**src/rtl/multi_blink.sv**
```systemverilog
// Multi-channel LED blinker: one shared free-running prescaler drives NCH
// independently configured channels (off / on / blink / counted burst).
module multi_blink #(
    parameter int NCH   = 4,
    parameter int CBITS = 23,
    parameter int DIVW  = 4,
    parameter int BW    = 8,
    localparam int CHW  = (NCH > 1) ? $clog2(NCH) : 1
) (
    input  logic             clk,
    input  logic             rst,
    input  logic             cfg_valid,
    output logic             cfg_ready,
    input  logic [CHW-1:0]   cfg_ch,
    input  logic [1:0]       cfg_mode,
    input  logic [DIVW-1:0]  cfg_div,
    input  logic [BW-1:0]    cfg_burst,
    output logic             tick,
    output logic [NCH-1:0]   led,
    output logic [NCH-1:0]   done
);

    typedef enum logic [1:0] {
        MODE_OFF   = 2'd0,
        MODE_ON    = 2'd1,
        MODE_BLINK = 2'd2,
        MODE_BURST = 2'd3
    } mode_t;

    logic [CBITS-1:0] cnt_r;
    logic             tick_r;
    logic             ready_r;
    logic             accept_s;

    mode_t            mode_r [NCH];
    mode_t            mode_s [NCH];
    logic [DIVW-1:0]  div_r  [NCH];
    logic [DIVW-1:0]  div_s  [NCH];
    logic [DIVW-1:0]  sub_r  [NCH];
    logic [DIVW-1:0]  sub_s  [NCH];
    logic [BW-1:0]    rem_r  [NCH];
    logic [BW-1:0]    rem_s  [NCH];
    logic [NCH-1:0]   led_r, led_s;
    logic [NCH-1:0]   done_r, done_s;

    assign accept_s  = cfg_valid & ready_r;
    assign cfg_ready = ready_r;
    assign tick      = tick_r;
    assign led       = led_r;
    assign done      = done_r;

    // Per-channel next state; an accepted config takes priority over a coincident tick.
    always_comb begin
        for (int i = 0; i < NCH; i++) begin
            mode_s[i] = mode_r[i];
            div_s[i]  = div_r[i];
            sub_s[i]  = sub_r[i];
            rem_s[i]  = rem_r[i];
            led_s[i]  = led_r[i];
            done_s[i] = 1'b0;
            if (accept_s && (int'(cfg_ch) == i)) begin
                div_s[i] = cfg_div;
                rem_s[i] = cfg_burst;
                sub_s[i] = {DIVW{1'b0}};
                case (cfg_mode)
                    MODE_OFF: begin
                        mode_s[i] = MODE_OFF;
                        led_s[i]  = 1'b0;
                    end
                    MODE_ON: begin
                        mode_s[i] = MODE_ON;
                        led_s[i]  = 1'b1;
                    end
                    MODE_BLINK: begin
                        mode_s[i] = MODE_BLINK;
                        led_s[i]  = 1'b1;
                    end
                    MODE_BURST: begin
                        // A zero-length burst finishes immediately.
                        if (cfg_burst == {BW{1'b0}}) begin
                            mode_s[i] = MODE_OFF;
                            led_s[i]  = 1'b0;
                            done_s[i] = 1'b1;
                        end else begin
                            mode_s[i] = MODE_BURST;
                            led_s[i]  = 1'b1;
                        end
                    end
                    default: begin
                        mode_s[i] = MODE_OFF;
                        led_s[i]  = 1'b0;
                    end
                endcase
            end else if (tick_r && ((mode_r[i] == MODE_BLINK) || (mode_r[i] == MODE_BURST))) begin
                if (sub_r[i] == div_r[i]) begin
                    sub_s[i] = {DIVW{1'b0}};
                    led_s[i] = ~led_r[i];
                    if ((mode_r[i] == MODE_BURST) && led_r[i]) begin
                        rem_s[i] = rem_r[i] - BW'(1);
                        if (rem_r[i] == BW'(1)) begin
                            mode_s[i] = MODE_OFF;
                            led_s[i]  = 1'b0;
                            done_s[i] = 1'b1;
                        end else begin
                        end
                    end else begin
                    end
                end else begin
                    sub_s[i] = sub_r[i] + DIVW'(1);
                end
            end else begin
            end
        end
    end

    // Prescaler, tick strobe and config handshake.
    always_ff @(posedge clk or negedge rst) begin
        if (!rst) begin
            cnt_r   <= {CBITS{1'b0}};
            tick_r  <= 1'b0;
            ready_r <= 1'b1;
        end else begin
            cnt_r   <= cnt_r + CBITS'(1);
            tick_r  <= (cnt_r == {CBITS{1'b0}});
            ready_r <= ~accept_s;
        end
    end

    // Channel state registers.
    always_ff @(posedge clk or negedge rst) begin
        if (!rst) begin
            for (int i = 0; i < NCH; i++) begin
                mode_r[i] <= MODE_OFF;
                div_r[i]  <= {DIVW{1'b0}};
                sub_r[i]  <= {DIVW{1'b0}};
                rem_r[i]  <= {BW{1'b0}};
            end
            led_r  <= {NCH{1'b0}};
            done_r <= {NCH{1'b0}};
        end else begin
            for (int i = 0; i < NCH; i++) begin
                mode_r[i] <= mode_s[i];
                div_r[i]  <= div_s[i];
                sub_r[i]  <= sub_s[i];
                rem_r[i]  <= rem_s[i];
            end
            led_r  <= led_s;
            done_r <= done_s;
        end
    end

endmodule

```
**config.mk**
```make
export PLATFORM = sky130hd
export DESIGN_NAME = multi_blink
export DESIGN_NICKNAME = d
export VERILOG_FILES = /design/src/rtl/multi_blink.sv
export SDC_FILE = /design/constraint.sdc
export NUM_CORES = 1
export LEC_CHECK = 0
export CORE_MARGIN = 1
export CORE_UTILIZATION = 25
export DETAILED_ROUTE_END_ITERATION = 7
export DONT_BUFFER_PORTS = 1
export PLACE_DENSITY = 0.38
export SKIP_CTS_REPAIR_TIMING = 1
export SYNTH_ARGS = -nofsm -noshare
export SYNTH_HDL_FRONTEND = slang
export SYNTH_SLANG_ARGS = --single-unit
```
**constraint.sdc**
```tcl
create_clock -name clk -period 2.6 [get_ports clk]
set_input_delay 0.52 -clock clk [delete_from_list [all_inputs] [get_ports clk]]
set_output_delay 0.52 -clock clk [all_outputs]
set_load 0.02 [all_outputs]
```
* Word-level counts from Yosys, hierarchy flattened
Cells that the tools add are included.
** Word-level totals
- Register bits :: 105
- Input bits :: 19
- Output and inout bits :: 10
- Logic and storage cells :: 204
** Cells by class
- Add/sub/neg operators :: 9
- Equality and inequality tests :: 22
- Mux-type cells :: 94
- Bitwise operators :: 6
- Reduce and logical (&&, ||, !) cells :: 49
** Operators with widths (number)
- 8-bit 2-to-1 mux :: 16
- 4-bit 2-to-1 mux :: 12
- 1-bit 2-to-1 mux :: 43
- 2-bit 2-to-1 mux :: 21
- 8-bit by 1-bit equality test with 1-bit output (second input constant) :: 4
- 2-bit nonzero test :: 16
- 8-bit by 1-bit subtractor with 8-bit output (second input constant) :: 4
- 2-bit equality test (second input constant) :: 12
- 23-bit by 1-bit adder with 23-bit output (second input constant) :: 1
- 23-bit logical NOT :: 1
- 4-bit by 1-bit adder with 4-bit output (second input constant) :: 4
- 4-bit equality test :: 4
- 4-bit AND reduction :: 4
- 1-bit logical AND :: 12
- 3-bit AND reduction :: 4
- 8-bit logical NOT :: 1
- 2-bit one-hot mux with 4 select lines :: 1
- 2-bit AND reduction :: 4
- 1-bit inverter :: 5
- 2-bit by 1-bit equality test with 1-bit output (second input constant) :: 2
- 2-bit logical NOT :: 2
- 1-bit logical OR :: 4
- 1-bit one-hot mux with 3 select lines :: 1
- 2-bit OR reduction :: 1
- 1-bit bitwise AND :: 1

* Logic depth before layout (Yosys ltp)
Gate-level depths: netlist of run 1.
- Word-level depth :: 6
- Gate-level depth with buffers :: 6
- Depth with buffers taken out :: 6

* Worst setup path after synthesis of run 1
Ideal clock, no wire load.
- Kind :: reg-to-reg
- Start :: register rem_r[12] in the netlist's numbering
- End :: register rem_r[15] in the netlist's numbering
- Library setup time :: 0.082 ns
- Arrival :: 1.748 ns
- Data required time :: 2.518 ns
- Slack :: 0.770 ns
- Stages on the path, launching flop included :: 5
- Buffers on the path :: 0
- Period minus slack after synthesis :: 1.830 ns
- Cells stage by stage :: dfrtp_1 -> or4_4 -> or2_1 -> or4_1 -> a31oi_1
** On the way
- Word-level cells in the longest chain between the ends :: 5
** Ends and longest elaborated chain
- start, declared :: line 41 : logic [BW-1:0] rem_r [NCH];
- start signal, assigned by index :: line 136 : rem_r[i] <= {BW{1'b0}};
- start signal, assigned by index :: line 145 : rem_r[i] <= rem_s[i];
- 8-bit by 1-bit subtractor with 8-bit output :: line 99 : rem_s[i] = rem_r[i] - BW'(1);
- 8-bit 2-to-1 mux :: line 98 : if ((mode_r[i] == MODE_BURST) && led_r[i]) begin
- 8-bit 2-to-1 mux :: line 95 : if (sub_r[i] == div_r[i]) begin
- 8-bit 2-to-1 mux :: line 94 : end else if (tick_r && ((mode_r[i] == MODE_BLINK) || (mode_r[i] == MODE_BURST))) begin
- 8-bit 2-to-1 mux :: line 61 : if (accept_s && (int'(cfg_ch) == i)) begin
No other way between the ends. The select of a mux whose other input is x is not followed.
A chain may end at the register's enable or synchronous reset.

* Worst setup path in the final report of run 1
- Start :: register sub_r[0] in the netlist's numbering
- End :: register done_r[3] (netlist: done[3])
** On the way
- Word-level cells in the longest chain between the ends :: 4
** Ends and longest elaborated chain
- start, declared :: line 39 : logic [DIVW-1:0] sub_r [NCH];
- start signal, assigned by index :: line 135 : sub_r[i] <= {DIVW{1'b0}};
- start signal, assigned by index :: line 144 : sub_r[i] <= sub_s[i];
- 4-bit equality test :: line 95
- 1-bit 2-to-1 mux :: line 95
- 1-bit 2-to-1 mux :: line 94
- 1-bit 2-to-1 mux :: line 61
- net done_s[3] :: line 44 : logic [NCH-1:0] done_r, done_s;
- end signal, assigned :: line 139 : done_r <= {NCH{1'b0}};
- end signal, assigned :: line 148 : done_r <= done_s;
- end, declared :: line 44
The timed path passes the listed nets, and every way through them passes these cells.

==> results of run 1 <==
==> metal layers <==
metal	GRT usage, %	vias up	share of wire, %
met2	22.7	68	50
met5	0	-	0
li1	-	2169	-
met3	3.19	10	4.2
met4	3.60	0	1.0
met1	16.5	2159	45
==> cell type report <==
class / count / area [µm²] / area share, %
Multi-Input combinational cell: 439 / 2720 / 43.7
Clock buffer: 11 / 253 / 4.07
Timing Repair Buffer: 19 / 143 / 2.30
Tap cell: 280 / 350 / 5.64
Inverter: 20 / 75.1 / 1.21
Clock inverter: 5 / 47.5 / 0.765
Sequential cell: 105 / 2630 / 42.3
==> power breakdown <==
group	total (mW)	leakage, nW	switching (mW)	internal, mW
combinational	0.536	1.04	0.299	0.238
sequential	2.05	1.29	0.217	1.83
clock	1.39	0.146	0.669	0.721
==> logic make-up after synthesis <==
group | Yosys count
xor+xnor | 37
mux | 4
simple gates | 276
buf+inv | 46
flops | 105
fa+ha+maj | 16
compound gates | 106
==> cells in the final DEF, fill, tap and decap left out, drive strengths merged, types with 2 or more instances in the layout <==
cell type  netlist  layout
a21o             4       4
clkbuf          20      11
o31ai           18      18
o31a             2       2
o22ai           12      12
inv             20      22
nand4           19      19
nor2            37      37
mux2i            4       4
o2bb2ai          2       2
or3             18      18
buf              6      19
o211ai          11      11
nand2           92      92
or4             30      30
a21oi           11      11
nor3             4       4
or3b             3       3
nor4            13      13
xor2             6       6
nand4b           2       2
o21ai           11      11
and4             8       8
or2              8       8
a31oi           31      31
xnor2           31      31
ha              16      16
nand3           33      33
clkinv           0       2
dfrtp          104     104
nand2b           4       4
==> through the flow <==
stage	hold slack [ps]	std cells	setup WS, ps
after CTS	-171	879	410
after global routing	-179	879	312
after floorplan	224	590	770
final	-156	879	455
after detailed placement	227	863	435
after global placement	227	863	483
==> registers in the layout (all words and copies together), names as in the netlist <==
signal / count
sub_r: 16
mode_r: 8
cnt_r: 23
done: 4
cfg_ready: 1
rem_r: 32
tick: 1
led: 4
div_r: 16
==> how the worst max path moves through the flow <==
| stage | from | to | slack [ps] | depth (start not counted) |
|---|---|---|---|---|
| 6_report | sub_r[0]$_DFFE_PN0P_ | done[3]$_DFF_PN0_ | 460 | 5 |
| 5_1_grt | sub_r[1]$_DFFE_PN0P_ | rem_r[6]$_DFFE_PN0P_ | 310 | 4 |
| 4_1_cts | sub_r[3]$_DFFE_PN0P_ | done[3]$_DFF_PN0_ | 410 | 5 |
| 3_5_place_dp | sub_r[3]$_DFFE_PN0P_ | done[3]$_DFF_PN0_ | 430 | 5 |
| 3_3_place_gp | cfg_burst[4] | mode_r[6]$_DFFE_PN0P_ | 480 | 4 |
| 2_1_floorplan | rem_r[12]$_DFFE_PN0P_ | rem_r[15]$_DFFE_PN0P_ | 770 | 4 |
==> critical path: cells and delay by family (launching register included) <==
kind	cells	cell delay [ps]
buffers and inverters	1	190
AOI/OAI and AO/OA	1	150
DFF	1	430
and+or+nand+nor	2	1120
xor gates and xnor gates	1	180
==> results_dict.tcl, run 1 <==
set metrics [dict create \
    status "complete, but fails checks" \
    failed_checks "hold timing" \
    place_area_um2 5910 \
    cts-buffers-inserted 9 \
    power.leakage_nw 2.48 \
    cp_slowest_cell "nand4_1" \
    dpl.hpwl_um 10000 \
    clockBufferDepth 2 \
    final_hold_viol_count 104 \
    start_kind "flip-flop" \
    synth.cell_area_um2 5560 \
    via_per_inst 5.01 \
    overflow 0 \
    grt_pass1_vias 4293 \
    num-fill-cells 2295 \
    avgSynthCellArea_um2 9.42 \
    htree_levels 3 \
    grtUsageTotal_pct 13.2 \
    dieArea_um2 22800 \
    drcViolationCount 0 \
    hold_class "in2async" \
    drv_slew 0 \
    rr_startpoint "sub_r[0]$_DFFE_PN0P_" \
    diodes 0 \
    rsz0062_at_grt "false" \
    synth_edf_count 0 \
    synth-async-reset-ratio_pct 100 \
    yosys.area.top_type "dfrtp_1" \
    drt-pass1-iter-count 5 \
    die_w_um 151 \
    path_cells "xnor2_1, nand4_1, nor4_1, buf_4, a21o_1" \
    grt_pass1_wl_um 23100 \
    portBuffers 0 \
    synthFlopType "dfrtp_1" \
    cts_sinks 105 \
    worst_slew_pin_slew_ps 807 \
    netlist_instances 590 \
    start_util_pct 25.5 \
    synthTopCellsByArea "dfrtp_1 47%, nand2_1 6.2%, xnor2_1 4.9%" \
    ys_ff_latch 105 \
    pin_count 29 \
    crit_type "reg2reg" \
    skew_ps 15.2 \
    synth_most_common_cell "dfrtp_1" \
    arrival_ps 2430 \
    fin_crit_sh_pct 82.5 \
    nets 629 \
    maxSlewHeadroom_pct 46.2 \
    p_total_mw 3.97 \
    die_h_um 151 \
    ys_types 49 \
    ys_warn_count 0 \
    tns_ps 0 \
    cts_root_buf "clkbuf_16" \
    synth_top_family_by_area "simple AND/OR/NAND/NOR gates" \
    syn_nets 625 \
    ys_top_cells_by_count "104 x dfrtp_1, 92 x nand2_1, 37 x nor2_1" \
    place_congestion 0.747 \
    timing.rr.end "done[3]$_DFF_PN0_" \
    synth_xor_area_share_pct 5.83 \
    path_max_fanout 16 \
    antenna_found_initial 0 \
    synth_seq_area_share_pct 47.3 \
    maxCapViolCount 0 \
    final_area_um2 6210 \
    fin_util_pct 28.5 \
    powerDensity_nw_per_um2 639 \
    wl_per_cell_um 16.2 \
    muxShareOfSynthArea_pct 0.720 \
    grt_max_degree 106 \
    ff2ff_setup_slack_ps 460 \
    wirelength_um 14300 \
    drtIter0Drc 136 \
    worst_skew_pair.late_latency_ps 360 \
    synthSimpleGateAreaFrac_pct 26.2 \
    synth-adder-area-share_pct 3.60 \
    synth_compound_area_share_pct 12.5 \
    synth_top_area_share_pct 46.8 \
    irDropWorstVdd_mv 0.308 \
    ant_nets 0 \
    syn_to_final_growth_pct 11.8 \
    max_stage_delay_ps 570 \
    whs_ps -156 \
    rr_worst_depth 5 \
    vias 4406 \
    clk_pin_slew_worst_paths_ps 80 \
    cts_tree "built" \
    crit_required_ps 2890 \
    core_um2 21800 \
    max_freq_mhz 466 \
    num_rows 54 \
    critPathCaptureType "flip-flop" \
    min_period_ps 2140 \
    setup_viol 0 \
    drive_gt1_share_pct 9.02 \
]
Note: power is estimated with default switching activity, not from simulation.
==> inputs of run 2 (changes only) <==
==> constraint.sdc (replaced) <==
create_clock -name clk -period 2.1 [get_ports clk]
set_input_delay 0.42 -clock clk [delete_from_list [all_inputs] [get_ports clk]]
set_output_delay 0.42 -clock clk [all_outputs]
set_load 0.02 [all_outputs]
==> results_dict.tcl, run 2 (synthesis gave the netlist of run 1 again) <==
set metrics [dict create \
    antenna_found_initial 0 \
    cts_tree "built" \
    clockBufferDepth 2 \
    p_seq_share_pct 49.5 \
    powerDensity_nw_per_um2 792 \
    worst_skew_pair.late_latency_ps 360 \
    via_per_inst 4.97 \
    cts_root_buf "clkbuf_16" \
    fin_crit_sh_pct 92.7 \
    met1Wirelength_um 6790 \
    cts-buffers-inserted 9 \
    max_freq_mhz 514 \
    maxCapViolCount 0 \
    swShare_pct 29.4 \
    final_hold_viol_count 105 \
    start_util_pct 25.5 \
    grtUsageTotal_pct 13.9 \
    largest_registers "rem_r x32, cnt_r x23" \
    arrival_ps 2180 \
    wirelength_um 14700 \
    die_w_um 151 \
    path_max_fanout 7 \
    setup_viol 0 \
    route.met2.wl_um 7110 \
    place_area_um2 6060 \
    final_cell_mix "104 x dfrtp_1, 92 x nand2_1, 37 x nor2_1" \
    diodes 0 \
    vias 4454 \
    largest_register_ffs 32 \
    overflow 0 \
    num_rows 54 \
    p_total_mw 5.04 \
    drt-pass1-iter-count 4 \
    status "complete, but fails checks" \
    tns_ps 0 \
    worst_slew_pin_slew_ps 599 \
    final_area_um2 6360 \
    syn_to_final_growth_pct 14.4 \
    dr_wl_met3_um 555 \
    wl_per_cell_um 16.4 \
    topRoutingLayerUsed "met4" \
    nets 647 \
    hold_class "in2async" \
    maxSlewHeadroom_pct 59.7 \
    drtIter0Drc 131 \
    skew_ps 13.4 \
    drcViolationCount 0 \
    drive_gt1_share_pct 11.3 \
    ant_nets 0 \
    power_switching_mw 1.48 \
    min_period_ps 1950 \
    start_kind "flip-flop" \
    pin_count 29 \
    cts_sinks 105 \
    drv_slew 0 \
    dieArea_um2 22800 \
    clk_pin_slew_worst_paths_ps 80 \
    top_register "rem_r" \
    irDropWorstVdd_mv 0.367 \
    power_frac_comb_pct 15.4 \
    htree_levels 3 \
    rsz0062_at_grt "false" \
    pwr-share-clk_pct 35.1 \
    num-fill-cells 2258 \
    place_congestion 0.762 \
    crit_type "reg2reg" \
    die_h_um 151 \
    core_um2 21800 \
    failed_checks "hold timing" \
    portBuffers 0 \
    grt_pass1_vias 4461 \
    intPower_mw 3.56 \
    fin_util_pct 29.1 \
    critPathCaptureType "flip-flop" \
    multi_input_area_um2 2720 \
    grt_max_degree 106 \
    whs_ps -253 \
    grt_pass1_wl_um 24200 \
    crit_required_ps 2330 \
    layout_commonest_cell "dfrtp_1" \
    seq_area_um2 2630 \
    power.leakage_nw 2.58 \
    dpl.hpwl_um 10200 \
]
## run 2: layout make-up
class / instances / area share, %
clock buffer: 11 / 3.66
clock inverter: 5 / 1.00
inverter: 20 / 1.18
multi-input combinational: 439 / 42.7
sequential: 105 / 41.3
tap: 280 / 5.51
timing repair buffer: 37 / 4.57
## run 2: power groups by stage
stage          Sequential [mW]  Clock, mW  Combinational, mW
2_1_floorplan             2.49          0              0.544
6_report                  2.49       1.77              0.777
5_1_grt                   2.53       1.92              0.885
3_5_place_dp              2.52          0              0.783
4_1_cts                   2.49       1.84              0.787
3_3_place_gp              2.52          0              0.761
## run 2: metal layers
metal  up-vias  track usage [%]
met1      2170             18.1
li1       2214                -
met5         -                0
met4         0             4.50
met2        56             22.9
met3        14             2.95
## run 2: worst paths after layout
| path | start | endpoint | slack (ps) | cells past startpoint |
|---|---|---|---|---|
| setup reg to reg | rem_r[18]$_DFFE_PN0P_ | mode_r[4]$_DFFE_PN0P_ | 150 | 5 |
| setup / recovery | rem_r[18]$_DFFE_PN0P_ | mode_r[4]$_DFFE_PN0P_ | 150 | 5 |
| max in group asynchronous | rst | cfg_ready$_DFF_PN1_ | 2100 | 0 |
| hold reg to reg | cnt_r[0]$_DFF_PN0_ | cnt_r[0]$_DFF_PN0_ | 470 | 1 |
| min in group clk | cfg_valid | cfg_ready$_DFF_PN1_ | 160 | 1 |
| hold / removal | rst | rem_r[19]$_DFFE_PN0P_ | -250 | 0 |
## run 2: critical path, cell delays in order, from the launching register on
cell     delay, ps
dfrtp_1        440
or4_4          510
or2_1          250
nor4_1         350
buf_4          200
o22ai_1         60
## run 2: per-stage QoR
step	hold WS, ps	std cells	setup slack [ps]
floorplan	124	590	270
global placement	127	881	159
detailed placement	127	881	137
finish	-253	897	154
CTS	-271	897	113
global route	-282	897	60.4
==> inputs of run 3 (changes only) <==
--- a/config.mk
+++ b/config.mk
@@ -5,11 +5,13 @@
 export SDC_FILE = /design/constraint.sdc
 export NUM_CORES = 1
 export LEC_CHECK = 0
+export ABC_CLOCK_PERIOD_IN_PS = 2100
 export CORE_MARGIN = 1
 export CORE_UTILIZATION = 25
 export DETAILED_ROUTE_END_ITERATION = 7
 export DONT_BUFFER_PORTS = 1
 export PLACE_DENSITY = 0.38
+export SETUP_SLACK_MARGIN = 0.05
 export SKIP_CTS_REPAIR_TIMING = 1
 export SYNTH_ARGS = -nofsm -noshare
 export SYNTH_HDL_FRONTEND = slang
==> results of run 3 <==
No change in the layout: final DEF, timing and power equal those of run 2.
